===== config.mk =====
export PLATFORM = sky130hd
export DESIGN_NAME = regfile_write_arbiter
export DESIGN_NICKNAME = d
export VERILOG_FILES = /design/src/rtl/regfile_write_arbiter.sv
export SDC_FILE = /design/constraint.sdc
export NUM_CORES = 1
export LEC_CHECK = 0
export CORE_MARGIN = 2
export CORE_UTILIZATION = 29
export CTS_CLUSTER_SIZE = 8
export DETAILED_ROUTE_END_ITERATION = 10
export MAX_ROUTING_LAYER = met4
export PLACE_DENSITY_LB_ADDON = 0.1
export RECOVER_POWER = 100
export SETUP_SLACK_MARGIN = 0.02
export SLEW_MARGIN = 30
export SYNTH_ARGS = -nofsm -noshare
export SYNTH_HDL_FRONTEND = slang
export SYNTH_SLANG_ARGS = --single-unit
export TNS_END_PERCENT = 20

===== constraint.sdc =====
create_clock -name clk -period 1.95 [get_ports clk]
set_clock_uncertainty 0.15 [all_clocks]
set_input_delay 0.2925 -clock clk [delete_from_list [all_inputs] [get_ports clk]]
set_output_delay 0.2925 -clock clk [all_outputs]
set_load 0.01 [all_outputs]

===== src/rtl/regfile_write_arbiter.sv =====
// regfile_write_arbiter
//   Shares the single register-file write port between two writeback
//   requesters, A (ALU result) and B (load data), using round-robin priority.
//   The granted request is registered onto the write port one cycle later.
//   Writes to ZERO_REG complete their handshake but never raise wr_en, and
//   each one is tallied in a saturating drop counter.
//
// Ports
//   clk, reset               system clock, synchronous active-high reset
//   en                       global enable; no grants while low
//   a_valid/a_addr/a_data    requester A write request
//   a_ready                  A accepted this cycle (combinational)
//   b_valid/b_addr/b_data    requester B write request
//   b_ready                  B accepted this cycle (combinational)
//   wr_en/wr_addr/wr_data    registered register-file write port
//   wr_src                   source of the registered write (0 = A, 1 = B)
//   drop_cnt                 saturating count of discarded ZERO_REG writes
//
// State table
//   PRI_A | A wins when both requesters are valid
//   PRI_B | B wins when both requesters are valid

module regfile_write_arbiter #(
  parameter int          DATA_W   = 64,
  parameter int          ADDR_W   = 5,
  parameter int unsigned ZERO_REG = 31
) (
  input  logic              clk,
  input  logic              reset,
  input  logic              en,
  input  logic              a_valid,
  input  logic [ADDR_W-1:0] a_addr,
  input  logic [DATA_W-1:0] a_data,
  output logic              a_ready,
  input  logic              b_valid,
  input  logic [ADDR_W-1:0] b_addr,
  input  logic [DATA_W-1:0] b_data,
  output logic              b_ready,
  output logic              wr_en,
  output logic [ADDR_W-1:0] wr_addr,
  output logic [DATA_W-1:0] wr_data,
  output logic              wr_src,
  output logic [7:0]        drop_cnt
);

  typedef enum logic {PRI_A = 1'b0, PRI_B = 1'b1} pri_t;

  pri_t              state;
  pri_t              state_next;
  logic              xfer;
  logic [ADDR_W-1:0] g_addr;
  logic [DATA_W-1:0] g_data;
  logic              g_is_zero;

  always_ff @(posedge clk) begin
    if (reset) begin
      state <= PRI_A;
    end else begin
      state <= state_next;
    end
  end

  // Ready is gated by reset so a request presented during reset is held
  // off and granted once reset releases.
  always_comb begin
    a_ready    = 1'b0;
    b_ready    = 1'b0;
    state_next = state;
    if (!reset && en) begin
      if (a_valid && b_valid) begin
        if (state == PRI_A) begin
          a_ready = 1'b1;
        end else begin
          b_ready = 1'b1;
        end
      end else begin
        a_ready = a_valid;
        b_ready = b_valid;
      end
    end
    // Priority always points at the requester that was not just served.
    if (a_ready) begin
      state_next = PRI_B;
    end else if (b_ready) begin
      state_next = PRI_A;
    end
  end

  assign xfer      = a_ready | b_ready;
  assign g_addr    = b_ready ? b_addr : a_addr;
  assign g_data    = b_ready ? b_data : a_data;
  assign g_is_zero = (g_addr == ADDR_W'(ZERO_REG));

  always_ff @(posedge clk) begin
    if (reset) begin
      wr_en    <= 1'b0;
      wr_addr  <= '0;
      wr_data  <= '0;
      wr_src   <= 1'b0;
      drop_cnt <= 8'd0;
    end else begin
      wr_en <= xfer && !g_is_zero;
      // Address, data and source hold when idle; only the strobe clears.
      if (xfer) begin
        wr_addr <= g_addr;
        wr_data <= g_data;
        wr_src  <= b_ready;
      end
      if (xfer && g_is_zero && (drop_cnt != 8'hFF)) begin
        drop_cnt <= drop_cnt + 8'd1;
      end
    end
  end

endmodule


==> results of run 1 <==
[registers in the layout (all words and copies together), names as in the netlist]
name      count
wr_src        1
wr_data      64
drop_cnt      8
state         1
wr_addr       5
wr_en         1
[cell type report]
| cell class | count | area [sq um] |
|---|---|---|
| sequential | 80 | 1602 |
| clock inverter | 2 | 37.54 |
| multi-input combinational | 269 | 1904 |
| clock buffer | 14 | 264.0 |
| fill | 1149 | 5674 |
| tap | 168 | 210.2 |
| inverter | 3 | 11.26 |
| timing repair buffer | 244 | 2406 |
| antenna | 1 | 2.502 |
[metrics by stage]
step | setup TNS [ns] | std cells | setup WS, ns | util
after detailed placement | -16.15 | 762 | -0.3418 | 0.5057
after global placement | -13.61 | 762 | -0.3246 | 0.5057
after global routing | -0.03058 | 781 | -0.03058 | 0.5315
final | 0 | 781 | 0.008414 | 0.5315
after floorplan | -0.001789 | 386 | -0.001789 | -
after CTS | 0 | 778 | 0.01988 | 0.5305
[kinds of logic (layout without fill, tap and decap cells)]
family,Yosys count,count (layout),share of synthesized area
AO/OA/AOI/OAI,85,85,0.1353
buffers and inverters,38,263,0.04451
AND/OR/NAND/NOR,120,120,0.2022
other,0,1,0
adder cells (fa/ha/maj),1,1,0.003450
flip-flops,80,80,0.4417
multiplexers,62,63,0.1729
[per-layer routing]
metal	vias up	track usage	share of wire
li1	1844	-	-
met1	1614	0.2002	0.43
met2	150	0.2593	0.46
met3	6	0.06695	0.098
met4	0	0.06508	0.0078
met5	-	-	0
[where the power goes]
group	internal (W)	switching [W]
Clock	0.00106	0.000618
Sequential	0.00174	0.0000462
Combinational	0.000515	0.000309
[worst max-delay path: stages]
cell and delay [ns]:
clkdlybuf4s50_1 0.46, nor2b_4 0.19, nand3_4 0.11, mux2_4 0.35, or4_1 0.50, a21oi_1 0.14
[cell usage in the layout, fill, tap and decap left out, types with 8 or more instances in the layout]
cell type	n
nor2_1	17
a21oi_1	8
nand3b_1	54
o21ai_0	55
dfxtp_1	80
clkdlybuf4s50_1	147
clkbuf_16	9
dlygate4sd3_1	72
buf_4	17
mux2i_1	60
nand2_1	23
a311oi_1	10
[how the worst min path moves through the flow]
stage | end | slack (ns) | depth (start not counted)
floorplan | wr_data[42] | 0.30 | 2
global placement | wr_src | 0.29 | 2
detailed placement | wr_src | 0.30 | 2
CTS | wr_src | 0.31 | 2
global route | wr_src | 0.35 | 2
finish | wr_src | 0.30 | 2
[what timing repair did]
item | CTS | global route
pin swaps | 1 | 5
cloned | 0 | 1
setup buffers | 0 | 1
setup endpoints to repair | 3 | 24
gates resized for setup | 3 | 4
==> results.toml, run 1 <==
[outcome]
outcome = "finished, final reports clean"

[detailed_routing]
wl_per_cell_um = 14.38
drtIter0Drc = 202
num_vias = 3614
drc = 0
wl_um = 11230
firstDrtPassIters = 4
via_per_inst = 4.627
drtAntennaViolNets = 0

[logic_synthesis]
synth_cell_type_count = 30
synth_top_area_frac = 0.4417
seq_area_frac_synth = 0.4417
synthArstFlopShare = 0
synthCells = 386
netlist_top_cells_count = "80 x dfxtp_1, 60 x mux2i_1, 56 x o21ai_0"
synth_fp_nets = 530
synth_area_sq_um = 3626
ys_warn_count = 0
yosysMostFrequentCell = "dfxtp_1"
ys_ff_latch = 80
synth_edf_count = 0
synth_area_leader_cell = "dfxtp_1"
synth_area_leaders = "dfxtp_1 44%, mux2i_1 17%, nand3b_1 11%"
syn_area_per_cell_sq_um = 9.394
synth_ff_type = "dfxtp_1"

[sta]
fin_crit_sh = 0.9957
holdWs_ns = 0.3030
max_freq_mhz = 515.0
tightest_slew_ns = 0.7111
maxSlewViolCount = 0
max_slew_margin = 0.5259
rsz0062_at_grt = "yes"
setup_violations = 0
finalCriticalPeriod_ns = 1.942
final-hold-violation-count = 0

[job]
maxCapViolations = 0

[worst_setup_path]
path_class = "primary input to flip-flop"
startpoint_type = "primary input"
endpoint_kind = "flip-flop"
cp-endpoint = "drop_cnt[5]"
worstRegToRegCells = 5
r2r_start = "state"
worstPathMaxFanout = 7
r2r-end = "drop_cnt[5]"
reg2reg_slack_ns = 0.12
worst_ep_required_time_ns = 2.06
crit_arrival_ns = 2.05
cp-startpoint = "en"

[clocking]
hold_buffers = 0
clk_pin_slew_ns = 0.06
cts_root_buffer = "clkbuf_16"
cts_buffers = 9
h-tree-depth = 3
cts_buffer_depth = 2
clock-sinks = 80
cts_tree = "built"
clock_latency_ns = 0.33

[floorplan]
io_pins = 224
die_x_um = 115.8
initial_core_util = 0.2994
core-area_sq_um = 12110
die_h_um = 115.8
die-area_sq_um = 13410
fp-row-count = 40

[grt]
grt_max_degree = 82
antenna_found_initial = 1
grt_pass1_wl_um = 16960
grtUsageTotal = 0.1692
grt_pass1_vias = 3449
grt-ovfl-total = 0

[layout]
nets = 751
drive_gt1_frac = 0.07026
fin_area_sq_um = 6437
areaGrowthSynthToFinish_pct = 77.54

[min_path]
holdCritStartpoint = "wr_src"
min_path_type = "flip-flop to flip-flop"

[placed_design]
dp_hpwl_um = 8288
dpl_cell_area_sq_um = 6125
io_buffers = 223
place_congestion = 0.7993

[power_and_ir_drop]
p_per_area_nw_per_um2 = 666.6
power_leakage_nw = 2.876
power_w = 0.004291
ir_drop_mv = 0.4764
Note: power is estimated with default switching activity, not from simulation.
==> run 2, diff against run 1 <==
- GPL_ROUTABILITY_DRIVEN: default -> 0
==> results of run 2 <==
Same layout as run 1: the final DEF is identical, and so are final timing and power.
